[config.mk]
export PLATFORM = sky130hd
export DESIGN_NAME = ff_puf_eval_ctrl
export DESIGN_NICKNAME = d
export VERILOG_FILES = /design/src/rtl/ff_puf_eval_ctrl.sv
export SDC_FILE = /design/constraint.sdc
export NUM_CORES = 1
export LEC_CHECK = 0
export ABC_AREA = 1
export CAP_MARGIN = 20
export CELL_PAD_IN_SITES_DETAIL_PLACEMENT = 1
export CELL_PAD_IN_SITES_GLOBAL_PLACEMENT = 1
export CORE_UTILIZATION = 34
export CTS_CLUSTER_DIAMETER = 60
export DETAILED_ROUTE_END_ITERATION = 16
export GPL_ROUTABILITY_DRIVEN = 0
export PLACE_DENSITY = 0.77
export SYNTH_ARGS = -nofsm -noshare
export SYNTH_HDL_FRONTEND = slang
export SYNTH_SLANG_ARGS = --single-unit
[constraint.sdc]
create_clock -name clk -period 1.8 [get_ports clk]
set_input_delay 0.36 -clock clk [delete_from_list [all_inputs] [get_ports clk]]
set_output_delay 0.36 -clock clk [all_outputs]
set_load 0.01 [all_outputs]
[src/rtl/ff_puf_eval_ctrl.sv]
// Feed-forward arbiter PUF evaluation controller: seed -> LFSR challenges -> N_EVAL races per bit -> majority vote (PUF_LED_EN adds led_o).
// Latency: rsp_valid rises RESP_W*N_EVAL*(SETTLE_CYC+2)+1 clocks after the request is accepted.
// Backpressure: response is held stable until rsp_ready; req_ready is low outside IDLE and returns the cycle after the response handshake.
module ff_puf_eval_ctrl #(
    parameter int                  N_STAGES   = 64,
    parameter int                  RESP_W     = 8,
    parameter int                  N_EVAL     = 5,
    parameter int                  SETTLE_CYC = 4,
    parameter logic [N_STAGES-1:0] LFSR_POLY  = 64'hD800_0000_0000_0000
) (
    input  logic                        clk,
    input  logic                        rst_n,
    input  logic                        req_valid,
    output logic                        req_ready,
    input  logic [N_STAGES-1:0]         req_seed,
    output logic [N_STAGES-1:0]         chal_o,
    output logic                        arb_clr_o,
    output logic                        launch_o,
    input  logic                        arb_i,
    output logic                        rsp_valid,
    input  logic                        rsp_ready,
    output logic [RESP_W-1:0]           rsp_data,
    output logic [$clog2(RESP_W+1)-1:0] rsp_unstable
`ifdef PUF_LED_EN
    ,
    output logic [1:0]                  led_o
`endif
);

    localparam int EW = $clog2(N_EVAL + 1);
    localparam int BW = (RESP_W > 1) ? $clog2(RESP_W) : 1;
    localparam int UW = $clog2(RESP_W + 1);
    localparam int SW = $clog2(SETTLE_CYC + 1);

    generate
        if (N_EVAL % 2 == 0) begin : g_even_eval
            $error("ff_puf_eval_ctrl: N_EVAL must be odd");
        end
        if (SETTLE_CYC < 1) begin : g_bad_settle
            $error("ff_puf_eval_ctrl: SETTLE_CYC must be at least 1");
        end
    endgenerate

    typedef enum logic [2:0] {IDLE, CLR, FIRE, SAMP, DONE} state_t;

    state_t              state, state_nxt;
    logic [N_STAGES-1:0] chal_nxt;
    logic [EW-1:0]       tally, tally_nxt, tally_inc;
    logic [EW-1:0]       eval_cnt, eval_nxt;
    logic [BW-1:0]       bit_idx, bit_nxt;
    logic [SW-1:0]       settle_cnt, settle_nxt;
    logic [RESP_W-1:0]   data_nxt;
    logic [UW-1:0]       unst_nxt;
    logic                vld_nxt;

    always_comb begin
        state_nxt  = state;
        chal_nxt   = chal_o;
        tally_nxt  = tally;
        eval_nxt   = eval_cnt;
        bit_nxt    = bit_idx;
        settle_nxt = settle_cnt;
        data_nxt   = rsp_data;
        unst_nxt   = rsp_unstable;
        vld_nxt    = rsp_valid;
        tally_inc  = tally + EW'(arb_i);

        case (state)
            IDLE: begin
                if (req_valid && req_ready) begin
                    // An all-zero seed would lock the LFSR, so substitute 1.
                    chal_nxt  = (req_seed == '0) ? N_STAGES'(1) : req_seed;
                    tally_nxt = '0;
                    eval_nxt  = '0;
                    bit_nxt   = '0;
                    unst_nxt  = '0;
                    state_nxt = CLR;
                end
            end
            CLR: begin
                settle_nxt = '0;
                state_nxt  = FIRE;
            end
            FIRE: begin
                if (settle_cnt == SW'(SETTLE_CYC - 1)) begin
                    state_nxt = SAMP;
                end else begin
                    settle_nxt = settle_cnt + SW'(1);
                end
            end
            SAMP: begin
                if (eval_cnt < EW'(N_EVAL - 1)) begin
                    tally_nxt = tally_inc;
                    eval_nxt  = eval_cnt + EW'(1);
                    state_nxt = CLR;
                end else begin
                    data_nxt[bit_idx] = (tally_inc > EW'(N_EVAL / 2));
                    if (tally_inc != '0 && tally_inc != EW'(N_EVAL)) begin
                        unst_nxt = rsp_unstable + UW'(1);
                    end
                    tally_nxt = '0;
                    eval_nxt  = '0;
                    if (bit_idx < BW'(RESP_W - 1)) begin
                        bit_nxt   = bit_idx + BW'(1);
                        chal_nxt  = (chal_o >> 1) ^ (chal_o[0] ? LFSR_POLY : '0);
                        state_nxt = CLR;
                    end else begin
                        state_nxt = DONE;
                    end
                end
            end
            DONE: begin
                // rsp_valid is registered one cycle into DONE; only a real handshake leaves.
                if (rsp_valid && rsp_ready) begin
                    vld_nxt   = 1'b0;
                    state_nxt = IDLE;
                end else begin
                    vld_nxt = 1'b1;
                end
            end
            default: state_nxt = IDLE;
        endcase
    end

    always_ff @(posedge clk or negedge rst_n) begin
        if (!rst_n) begin
            state        <= IDLE;
            chal_o       <= '0;
            tally        <= '0;
            eval_cnt     <= '0;
            bit_idx      <= '0;
            settle_cnt   <= '0;
            rsp_data     <= '0;
            rsp_unstable <= '0;
            rsp_valid    <= 1'b0;
            req_ready    <= 1'b1;
            arb_clr_o    <= 1'b0;
            launch_o     <= 1'b0;
        end else begin
            state        <= state_nxt;
            chal_o       <= chal_nxt;
            tally        <= tally_nxt;
            eval_cnt     <= eval_nxt;
            bit_idx      <= bit_nxt;
            settle_cnt   <= settle_nxt;
            rsp_data     <= data_nxt;
            rsp_unstable <= unst_nxt;
            rsp_valid    <= vld_nxt;
            req_ready    <= (state_nxt == IDLE);
            arb_clr_o    <= (state_nxt == CLR);
            launch_o     <= (state_nxt == FIRE);
        end
    end

`ifdef PUF_LED_EN
    always_ff @(posedge clk or negedge rst_n) begin
        if (!rst_n) begin
            led_o <= 2'b01;
        end else if (state != DONE && state_nxt == DONE) begin
            led_o <= data_nxt[0] ? 2'b10 : 2'b01;
        end
    end
`endif

endmodule

Yosys cells after proc, flatten, opt, wreduce, memory -nomap -nowiden

Cells that the tools add are included.

Register bits after elaboration: 95
RAM bits: 0
Latch bits: 0
Bits in read-only memories: 0
Memories kept: 0

Magnitude comparators: 5
Reductions and logical operators: 15
$mul: 0
Equality and inequality tests: 13
Mux-type cells: 30
Bitwise operators: 2
Shift-type cells: 0
Div/mod/pow operators: 0
Add/sub/neg operators: 5

Operator list:

| kind                                                        | number |
|---|---|
| two-way mux 64 bit                                          | 5 |
| case mux 64 bit (2 select lines)                            | 1 |
| logical NOT 64 bit                                          | 1 |
| XOR 63 x 64 -> 64 bit                                       | 1 |
| two-way mux 3 bit                                           | 11 |
| case mux 3 bit (2 select lines)                             | 4 |
| case mux 3 bit (5 select lines)                             | 1 |
| == test 3 x 2 -> 1 bit (second input constant)              | 4 |
| two-way mux 4 bit                                           | 3 |
| inequality test 2 bit (second input constant)               | 5 |
| adder 3 x 1 -> 3 bit (second input constant)                | 3 |
| bitwise mux 8 bit                                           | 1 |
| case mux 4 bit (2 select lines)                             | 1 |
| AND reduction 4 bit                                         | 2 |
| == test 3 x 1 -> 1 bit (second input constant)              | 2 |
| logical NOT 3 bit                                           | 2 |
| less-than comparator 3 bit (second input constant)          | 2 |
| AND reduction 2 bit                                         | 3 |
| adder 4 x 1 -> 4 bit (second input constant)                | 1 |
| logical AND 1 bit                                           | 4 |
| less-than comparator 3 x 4 -> 1 bit (second input constant) | 1 |
| nonzero test 2 bit                                          | 2 |
| adder 3 x 1 -> 3 bit                                        | 1 |
| demux 1 bit (select 3 bit)                                  | 1 |
| 7 further kinds                                             | 8 |

Depth between registers and ports, before layout

Gate-level depths: netlist (run 1).

Depth in word-level cells: 6
Depth in mapped cells: 13

Worst setup path before layout (run 1)

OpenSTA, ideal clock, no wires.

Path kind: register -> register
From: reg state[1]
To: reg chal_o[6]
Setup time: 0.123 ns
Arrival: 1.423 ns
Cell stages (with the launch flop): 11
Buffers on the path: 2
Setup slack: 0.254 ns
Required time: 1.677 ns
Cell sequence: dfrtp_1 nor2_1 nand2_1 o21ai_2 inv_2 nand2_4 inv_2 buf_6 buf_6 o21ai_1 o21ai_1

Cells in the longest elaborated chain, start to end: 3
Elaborated cells on any way between the ends: 8

Ends and longest elaborated chain:

| what                                                                                | RTL line | RTL |
|---|---|---|
| from (decl)                                                                         | 46       | `state_t state, state_nxt;` |
| from (signal assigned)                                                              | 140      | `state <= state_nxt;` |
| == test 3 x 2 -> 1 bit / logical NOT 3 bit (equally long branches)                  | 68       | `case (state)` |
| inequality test 2 bit (no source line) / nonzero test 2 bit (equally long branches) | n/a      |  |
| AND reduction 4 bit (no source line)                                                | n/a      |  |
| to (signal assigned)                                                                | 141      | `chal_o <= chal_nxt;` |
| to (decl)                                                                           | 16       | `output logic [N_STAGES-1:0] chal_o,` |

Several ways; a longest one is shown, not always the timed one.
A chain may end at the register's enable or synchronous reset.

Worst setup path after layout (run 1)

From: reg rsp_unstable[0]
To: out rsp_unstable[0]

RTL lines:

| what                   | RTL line | RTL |
|---|---|---|
| from (decl)            | 23       | `output logic [$clog2(RESP_W+1)-1:0] rsp_unstable` |
| from (signal assigned) | 147      | `rsp_unstable <= unst_nxt;` |

No word-level cell between the ends.

==> results summary, run 1 <==
The clock tree skew after final layout came out at 0.01032 ns. TritonCTS built the clock tree. The sequential element share of the synthesized area came out at 46.74%.

Relative to the synthesized area, the layout overhead comes to 41.55%. The share of final-layout standard cells stronger than drive strength 1 came out at 12.14%. The type of the most critical hold path is in -> async. Synthesis inferred 95 register bits. After detailed routing, the number of vias per cell comes to 4.865.

For this run, the share of the core covered by cells in the final layout is 49.37%. The count of pins over their slew limit came to 0. The initial antenna violation count came to 0. In the synthesized netlist the dominant register cell turns out to be dfrtp_1. In this run the power density over the cells is 1846 nW/µm². The area of all placed cells without fillers is 7203 µm².

For this block, the via count after detailed routing is 4821. The first global-routing pass estimated 25960 µm of wire. The total routed wirelength came out at 15150 µm. At the pin with the least slew margin, the transition time is 0.3394 ns. The area of the core region is 14590 µm².

The sink count of the clock tree is 95. The number of buffers added for setup after CTS is 0. The clock slew at the register clock pins of the worst setup and hold paths came out at 0.07 ns. The maximum achievable frequency came out at 577.8 MHz.

For this design the top-level I/O count stands at 149. The share of synthesized flip-flops with an asynchronous set or reset came out at 100.0%. The initial standard-cell utilization of the core came out at 34.88%.

The clock period minus worst slack came out at 1.731 ns. Setup repair after global routing left no endpoint under its margin. The detailed router's first-iteration violation count came out at 172. The number of antenna-violating nets in the routed design came out at 0.

Once placement finished, the instance area stood at 6857 µm². For this design the static power due to leakage is 3.285 nW. The area enclosed by the die boundary came out at 15460 µm². Summed over all layers, the global routing overflow is 0. The final routed DRC violation total is 0. Walking the worst path, the cells encountered are clkdlybuf4s50_1. Hold is met by 0.4288 ns. The synthesized design spends more area on one cell type than any other, namely dfrtp_1.

The die width came out at 124.3 µm. The clock buffer count from CTS came out at 9. The post-DP HPWL came out at 11450 µm. In the final routed layout, each cell accounts on average for 15.29 µm.

STA classifies the critical path endpoint as an output pin. The post-synthesis cell type count is 31. Entering global routing, the biggest net connects 58 pins. The number of buffers and inverters on the critical path came out at 1. The worst path uses 96.16% of the clock period. The synthesized instance count came out at 650. The count of flip-flops with a built-in enable after synthesis is 0. The synthesized netlist occupies a cell area of 5089 µm². The Yosys step of the flow raised 0 warnings.

The slowest library cell on the worst path is clkdlybuf4s50_1. The signal arrival time at the worst endpoint is 1.37 ns. The number of nets handed over by synthesis was 726. Global routing used 20.84% of the available tracks. The diode insertion count for antenna repair is 0.

The iteration count of the initial detailed-routing pass is 4. The H-tree depth came out at 3. The via count of the first global-routing pass came out at 5208. The maximum cell stage delay along the critical path came out at 0.58 ns. The hold violation count in the final report came out at 0. The run finished with clean final reports. At the worst endpoint, the required time is 1.44 ns. The average cell area after synthesis is 7.829 µm². From bottom edge to top edge, the die measures 124.3 µm. Setup violations remaining at the end of the flow were counted as 0. Clock tree synthesis selected as its root buffer the cell clkbuf_16. The maximum buffer depth of the clock tree is 2. The largest driver fanout on the critical path is 5. The worst voltage drop across the vdd grid came out at 642.6 µV. The worst-skew pair later-pin latency is 0.35 ns. After synthesis, the largest area contributor takes up 46.23% of total cell area.

The worst pin sits at a relative slew slack of 77.37%. Sorting the synthesized cells by area gives the leading types as dfrtp_1 (46%), nand2_1 (14%), o21ai_2 (7.1%), o21ai_0 (6.3%), inv_1 (6.2%). Max-cap violations in this run came to 0. Broken down by cell family, the worst path's largest delay share belongs to buffers and inverters. The critical path class is reg -> out. The worst setup path is launched from a register. The net count of the finished layout came out at 878. The count of buffers from port buffering is 148. The number of cell rows is 44.
per-layer routing:
| layer | wire length (µm) | vias to the layer above | share of wire [%] | track usage, % |
|---|---|---|---|---|
| met5 | 0 | - | 0 | 0 |
| met4 | 313 | 0 | 2.1 | 8.079 |
| met3 | 756 | 18 | 5.0 | 4.553 |
| met2 | 7363 | 109 | 49 | 34.71 |
| met1 | 6715 | 2331 | 44 | 26.26 |
| li1 | - | 2363 | - | - |
cell usage after synthesis (6+ instances only):
master and n:
buf_6 11, nand2_1 184, inv_1 84, clkbuf_1 6, o21ai_2 41, dfrtp_1 94, a31oi_1 7, o21ai_1 26
o21ai_0 64, nand3_1 13, nor2_1 57, ha_1 7, a21oi_1 18, buf_2 11
layout make-up:
class | count | area [µm²]
inverters | 88 | 332.8
well taps | 184 | 230.2
fillers | 1730 | 7386
multi-input cells | 439 | 2196
repair buffers | 169 | 1738
flip-flops and latches | 95 | 2381
clock inverters | 3 | 65.06
clock buffers | 13 | 260.3
state kept, by name (all words and copies together), names as in the netlist, 3 cells and up:
signal,cells
bit_idx,3
chal_o,64
eval_cnt,3
rsp_data,8
rsp_unstable,4
settle_cnt,3
state,3
tally,3
power breakdown:
part           internal [mW]  switching [mW]
Combinational           3.34            4.15
Clock                   1.29           0.815
Sequential              3.09           0.599
Total                   7.73            5.57
stage by stage:
stage	power (mW)	setup TNS (ns)	std cells	worst slack, ns
3_5_place_dp	11.24	-3.144	974	-0.3629
4_1_cts	13.43	0	991	0.006479
2_1_floorplan	8.167	0	650	0.2542
5_1_grt	14.38	0	991	0.0004450
3_3_place_gp	10.89	-1.653	974	-0.2009
6_report	13.29	0	991	0.06919
cell usage in the layout, fill, tap and decap left out, types with 2 or more instances in the layout:
cell type,n
inv_2,3
nand2_2,5
bufinv_16,2
o21ai_0,64
dfrtp_1,92
nor2_1,56
clkbuf_8,2
buf_12,8
o21ai_2,41
buf_4,13
nor3_1,2
dfrtp_2,2
or2_2,4
a31oi_1,7
a21oi_1,18
clkbuf_1,2
nor3_2,2
nand3_1,13
nand2_1,181
o21ai_1,26
inv_1,84
ha_1,7
o22ai_1,2
clkdlybuf4s50_1,146
clkbuf_16,9
path summary, 6_finish.rpt:
| check | start | slack [ns] | cells after the start | end |
|---|---|---|---|---|
| max in group asynchronous | rst_n | 0.72 | 3 | chal_o[21] |
| worst min register to register | eval_cnt[0] | 0.49 | 1 | eval_cnt[0] |
| worst max register to register | tally[0] | 0.10 | 12 | rsp_unstable[0] |
| worst max-delay path | rsp_unstable[0] | 0.07 | 1 | rsp_unstable[0] |
| worst min-delay path | rst_n | 0.43 | 2 | chal_o[40] |
| min in group clk | eval_cnt[0] | 0.49 | 1 | eval_cnt[0] |
cell families (layout without fill, tap and decap cells):
kind of cell,after synthesis,after routing,synth area share [%]
adders and majority gates,7,7,1.721
xor gates and xnor gates,2,2,0.3443
buffers and inverters,116,273,10.45
AOI/OAI and AO/OA,161,161,19.28
DFF,95,95,46.74
and+or+nand+nor,269,269,21.47
what timing repair did:
item                                   CTS  global route
setup endpoints to repair                1            58
endpoints found under the hold margin   16             0
gates resized for setup                  1             6
hold buffers                             1             0
pin swaps                                0             0
Power figures use the tool's default switching activity.
==> run 2, diff against run 1 <==
--- a/config.mk
+++ b/config.mk
@@ -9,11 +9,12 @@
 export CAP_MARGIN = 20
 export CELL_PAD_IN_SITES_DETAIL_PLACEMENT = 1
 export CELL_PAD_IN_SITES_GLOBAL_PLACEMENT = 1
-export CORE_UTILIZATION = 34
-export CTS_CLUSTER_DIAMETER = 60
+export CORE_UTILIZATION = 35
+export CTS_BUF_LIST = sky130_fd_sc_hd__clkbuf_8
+export CTS_CLUSTER_DIAMETER = 40
 export DETAILED_ROUTE_END_ITERATION = 16
 export GPL_ROUTABILITY_DRIVEN = 0
-export PLACE_DENSITY = 0.77
+export PLACE_DENSITY = 0.79
 export SYNTH_ARGS = -nofsm -noshare
 export SYNTH_HDL_FRONTEND = slang
 export SYNTH_SLANG_ARGS = --single-unit
==> run 2 against run 1 <==
Net effect: clock power is 19% lower; combinational power is 0.7% higher; first-iteration DRC count is 4.1% higher; worst hold slack better by 0.056 ns; flip-flop and latch count stayed put; sequential share of layout area is 0.36 points higher; clock skew is 0.0037 ns lower; highest routed layer unchanged.
==> results summary, run 2 (synthesis gave the netlist of run 1 again) <==
The flow ran to the end, and the final reports show no timing, DRC or antenna violations. Input and output buffers added on the ports amount to 148. Setup violations remaining at the end of the flow were counted as 0. The worst register-to-register path begins at state[1]. The diode insertion count for antenna repair came out at 0. The leakage power figure came out at 3.265 nW. The area enclosed by the die boundary came out at 15020 µm². The signal arrival time at the worst endpoint came out at 1.37 ns. The area of the core region is 14040 µm². The slew at the pin closest to its max-slew limit is 0.3651 ns.

The worst setup path is of the reg -> out kind. In this run the number of H-tree levels came out at 3. The clock tree skew after final layout came out at 0.006639 ns. The switching portion of total power is 42.92%. The tool flagged a number of max-cap violations equal to 0.

The cell type group with the largest total delay on the critical path is buffers and inverters. Once detail routing completed, the nets flagged for antenna violations numbered 0. The remaining global-route overflow is 0. For this design the top-level I/O count stands at 149. The worst voltage drop across the vdd grid came out at 851.0 µV. The clock network is responsible for 13.3% of the overall power.

Compared with the post-synthesis result, the final layout area differs by 40.03%. The total routed wirelength came out at 15060 µm. The die is 122.6 µm tall. The slowest library cell on the worst path is clkdlybuf4s50_1.

The clock period minus worst slack came out at 1.729 ns. The clock slew at the register clock pins of the worst setup and hold paths is 0.09 ns. Static timing analysis puts the maximum clock frequency at 578.5 MHz. The register with the most flip-flops in the layout has 64 of them. Once the floorplan was initialized, standard cells occupied 36.24% of the core. The maximum buffer depth of the clock tree is 2.

The hold violation count in the final report came out at 0. The sink count of the clock tree came out at 95. The net switching power figure is 5.549 mW. The worst-skew pair later-pin latency came out at 0.37 ns. In the final layout, the registers with the most flip-flops are chal_o x64, rsp_data x8, rsp_unstable x4. Setup repair after global routing left no endpoint under its margin. Measured along the x axis, the die boundary spans 122.6 µm. The final total negative setup slack is 0 ns. The wire length per cell after detailed routing came out at 15.24 µm. The number of buffers and inverters on the critical path is 1. The data required time at the worst endpoint is 1.44 ns. The net count of the finished layout is 879. The post-DP HPWL came out at 11540 µm. The first global-routing pass estimated 24880 µm of wire. The utilization after layout came out at 50.74%. The share of final-layout standard cells stronger than drive strength 1 came out at 12.38%.

The initial antenna violation count came out at 0. The endpoint class of the critical path is an output pin. The leading cell type in the layout, fill and taps excluded is nand2_1.

The first TritonRoute pass finished after 4 iterations. The sequential cell fraction of total power is 28.4%. The detailed router's first-iteration violation count came out at 179.

The critical path goes through clkdlybuf4s50_1. In this run the clock root is driven by a clkbuf_8. The total track usage is 21.21%. The cell-internal power is 7.379 mW. The logic gate share of total power came out at 58.3%.

The count of pins over their slew limit is 0. Summing over every cut layer, the via total after detailed routing is 4752. Entering global routing, the biggest net connects 84 pins. The register ranked first by flip-flop count is chal_o.

The final routed DRC violation total came out at 0. The TritonCTS clock tree is done. The clock buffer count from CTS came out at 9. On the worst path, the slowest cell contributes a delay of 0.57 ns.

In the layout the commonest cells are nand2_1 (181), clkdlybuf4s50_1 (145), dfrtp_1 (92). STA classifies the critical path startpoint as a register. The initialized floorplan defines 43 standard-cell rows. The critical path starts at chal_o[1]. The total power per unit cell area came out at 1814 nW/µm².

In the finished design, the share of the clock period the worst path needs comes to 96.03%. The largest driver fanout on the critical path is 3. The type of the most critical hold path is in -> async. The detailed-route vias per instance is 4.810. The via count of the first global-routing pass came out at 5082. The worst pin sits at a relative slew slack of 75.66%.
## run 2: changes by cell type in the layout (fill, tap and decap cells not counted), sizes merged
cell / delta
clkinvlp: +1
clkinv: +1
clkdlybuf4s50: -1
clkbuf: -3
dlymetal6s2s: +1
buf: +1
bufinv: +1
## run 2: metrics by stage
step                      instance area (µm²)  instances  hold WS [ns]  power, mW  setup WS [ns]
after floorplan                          5089        650       0.06441      8.167         0.2542
final                                    7126        988        0.4847      12.93        0.07147
after detailed placement                 6859        971        0.2961      11.30        -0.3500
after global placement                   6859        971        0.3001      10.89        -0.1661
after CTS                                7113        988        0.4567      13.09        0.02557
after global routing                     7126        988        0.4739      14.07       0.008902
## run 2: repair_timing
action                                 in CTS  in global routing
setup endpoints to repair                   1                  9
endpoints found under the hold margin      23                  0
gates resized for setup                     1                  6
hold buffers                                1                  0
buffers inserted                            0                  0
pin swaps                                   0                  0
gates cloned                                0                  0
## run 2: worst paths after layout
check	slack, ns	endpoint	depth (start not counted)
setup / recovery	0.07	chal_o[1]	1
hold / removal	0.48	chal_o[48]	2
min in group clk	0.51	settle_cnt[1]	2
max in group asynchronous	0.68	chal_o[33]	3
setup reg to reg	0.10	chal_o[7]	9
hold reg to reg	0.51	settle_cnt[1]	2
## run 2: power by group through the flow
stage | Clock (mW) | Sequential [mW] | Combinational [mW]
floorplan | 0 | 3.95 | 4.22
global placement | 0 | 3.65 | 7.25
detailed placement | 0 | 3.72 | 7.58
CTS | 1.77 | 3.69 | 7.63
global route | 1.85 | 3.79 | 8.42
finish | 1.71 | 3.68 | 7.54
## run 2: final cells by class
cell class	count	area (µm²)
clock inverter	6	107.6
timing repair buffer	170	1748
inverter	88	332.8
sequential	95	2381
tap	180	225.2
multi-input combinational	439	2193
fill	1682	6917
clock buffer	10	137.6
## run 2: per-layer routing
metal  routed length (µm)  part of all wire [%]  global-route usage (%)
met1                 6621                    44                   26.33
met2                 7433                    49                   36.69
met3                  790                   5.2                   4.322
met4                  209                   1.4                   6.784
met5                    0                     0                       0
==> run 3, diff against run 2 <==
--- a/config.mk
+++ b/config.mk
@@ -9,12 +9,13 @@
 export CAP_MARGIN = 20
 export CELL_PAD_IN_SITES_DETAIL_PLACEMENT = 1
 export CELL_PAD_IN_SITES_GLOBAL_PLACEMENT = 1
-export CORE_UTILIZATION = 35
+export CORE_UTILIZATION = 25
 export CTS_BUF_LIST = sky130_fd_sc_hd__clkbuf_8
 export CTS_CLUSTER_DIAMETER = 40
+export CTS_CLUSTER_SIZE = 24
 export DETAILED_ROUTE_END_ITERATION = 16
 export GPL_ROUTABILITY_DRIVEN = 0
-export PLACE_DENSITY = 0.79
+export PLACE_DENSITY = 0.59
 export SYNTH_ARGS = -nofsm -noshare
 export SYNTH_HDL_FRONTEND = slang
 export SYNTH_SLANG_ARGS = --single-unit
==> run 3 against run 2 <==
Net effect: core utilization is 14 points lower; critical path depth unchanged; cell area is 0.95% higher.
==> results summary, run 3 (synthesis gave the netlist of run 1 again) <==
After global routing, the most crowded layer is met2. For the finished layout, the period the worst path requires is 1.746 ns. The detail route stage leaves a number of antenna-violating nets equal to 0. The number of buffers added for setup after CTS came out at 0. The root buffer cell chosen for the clock tree is clkbuf_8. The flip-flop count of the largest register after layout is 64. The signal arrival time at the worst endpoint came out at 1.39 ns. After the last flow step, the layout net total stands at 877.

Power spread over the standard cell area amounts to 1761 nW/µm². The largest individual stage delay along the critical path comes from the cell clkdlybuf4s50_1. The initial standard-cell utilization of the core came out at 25.81%. The met1 demand-to-capacity share in global routing came out at 20.06%. The area of the multi-input gates is 2197 µm². The worst-skew pair later-pin latency came out at 0.37 ns. The maximum buffer depth of the clock tree is 2. The detailed-route vias per instance is 4.453.

The region available for standard cell placement spans 19720 µm². The count of pins over their slew limit is 0. The cell type group with the largest total delay on the critical path is buffers and inverters. The count of buffers from port buffering is 148. The utilization after layout came out at 36.48%. The final total negative setup slack is 0 ns. The TritonCTS clock tree is done. The max capacitance violation total is 0. The iteration count of the initial detailed-routing pass came out at 4. In the layout the commonest cells are nand2_1 (182), clkdlybuf4s50_1 (146), dfrtp_1 (92).

Static timing analysis puts the maximum clock frequency at 572.8 MHz. The sink count of the clock tree is 95. The register ranked first by flip-flop count is chal_o. The via count of the first global-routing pass came out at 4985. The total via count after detailed routing came out at 4769. Between clock sinks in the finished design, the worst skew comes to 0.008371 ns. The total routed wirelength came out at 15630 µm. The setup path with the least slack is of type reg -> out. The clock slew at the register clock pins of the worst setup and hold paths came out at 0.09 ns. On the final layout, the worst hold slack is 0.4727 ns. The area taken by flip-flops and latches came out at 2381 µm². Of the cells placed in the final design, the portion with a size suffix greater than 1 is 12.30%. The hold violation count in the final report was 0. Setup violations remaining at the end of the flow were counted as 0. Dividing the detail-routed wire length by the instance count gives 14.59 µm.

The synthesis-to-finish area growth is 41.36%. The total track usage is 15.36%. The H-tree depth came out at 3. The filler-free cell count of the finished design came out at 1071. The fraction of met3 tracks used by global routing is 3.159%.

Fill cells in the final layout number 2331. The boundary pin count is 149. The number of cell rows is 51. For met2 alone, demand over resource in global routing was 25.10%. The post-placement worst setup slack is -0.3459 ns. The area enclosed by the die boundary came out at 20930 µm². STA classifies the critical path endpoint as an output pin.

Entering global routing, the biggest net connects 75 pins. The floorplan die height is 144.7 µm. Summed over all layers, the global routing overflow is 0.

The maximum cell stage delay along the critical path is 0.63 ns. The post-DP HPWL is 11860 µm. The remaining max-slew budget at the tightest pin came out at 69.34%.

The number of buffers and inverters on the critical path came out at 1. The min-delay analysis places its worst path in the category in -> async. The placed cell area is 6938 µm². The detailed router finished its first iteration with 173 violations. In this run the static leakage power is 3.235 nW. At the worst endpoint, the required time is 1.44 ns. The initial antenna violation count came out at 1. The first-pass GRT wire length came out at 25020 µm. The die width came out at 144.7 µm.

The largest registers in the layout are chal_o x64, rsp_data x8, rsp_unstable x4. The library cell used most frequently in the layout, excluding fill and tap cells, is nand2_1. The share of the cycle needed by the critical path after routing came out at 96.99%.

The overall power consumption is 12.67 mW. The critical path goes through clkdlybuf4s50_1. Of all nets on the critical path, the largest fanout is 4. The worst voltage drop across the vdd grid came out at 666.9 µV. The slew at the pin closest to its max-slew limit is 0.4599 ns.

The instance count after placement with tap cells included is 1054. TritonCTS created 9 clock buffers. The final routed DRC violation total came out at 0. The finished cells cover 7193 µm². The flow ran to the end, and the final reports show no timing, DRC or antenna violations.

The worst path setup slack after routing came out at 0.05420 ns. The nature of the critical path startpoint is a register.
run 3: area by class of cell:
cell class | count | area share, %
Sequential cell | 95 | 33.10
Multi-Input combinational cell | 439 | 30.54
Timing Repair Buffer | 168 | 23.88
Inverter | 88 | 4.627
Tap cell | 265 | 4.609
Clock buffer | 12 | 2.296
Clock inverter | 3 | 0.9045
Antenna cell | 1 | 0.03479
run 3: final timing paths:
kind / startpoint / endpoint / slack, ns / cells after the start
setup / recovery: chal_o[60] / chal_o[60] / 0.05 / 1
hold / removal: rst_n / chal_o[24] / 0.47 / 2
setup reg to reg: tally[0] / rsp_unstable[0] / 0.15 / 12
hold reg to reg: eval_cnt[0] / eval_cnt[0] / 0.50 / 1
max in group asynchronous: rst_n / chal_o[54] / 0.74 / 3
min in group clk: eval_cnt[0] / eval_cnt[0] / 0.50 / 1
run 3: timing repair:
action	4_1_cts	5_1_grt
hold endpoints to repair	28	0
gates cloned	0	0
gates resized for setup	1	7
hold buffers	1	0
setup endpoints to repair	1	21
run 3: per-layer routing:
| metal | vias up | wire length (µm) | share of wire [%] |
|---|---|---|---|
| met4 | 0 | 234 | 1.5 |
| met3 | 17 | 822 | 5.3 |
| li1 | 2357 | - | - |
| met1 | 2291 | 7336 | 47 |
| met2 | 104 | 7231 | 46 |
| met5 | - | 0 | 0 |
run 3: where the power goes:
group,internal [mW],switching [mW]
Sequential,3.09,0.581
Combinational,3.21,4.14
Clock,0.888,0.768
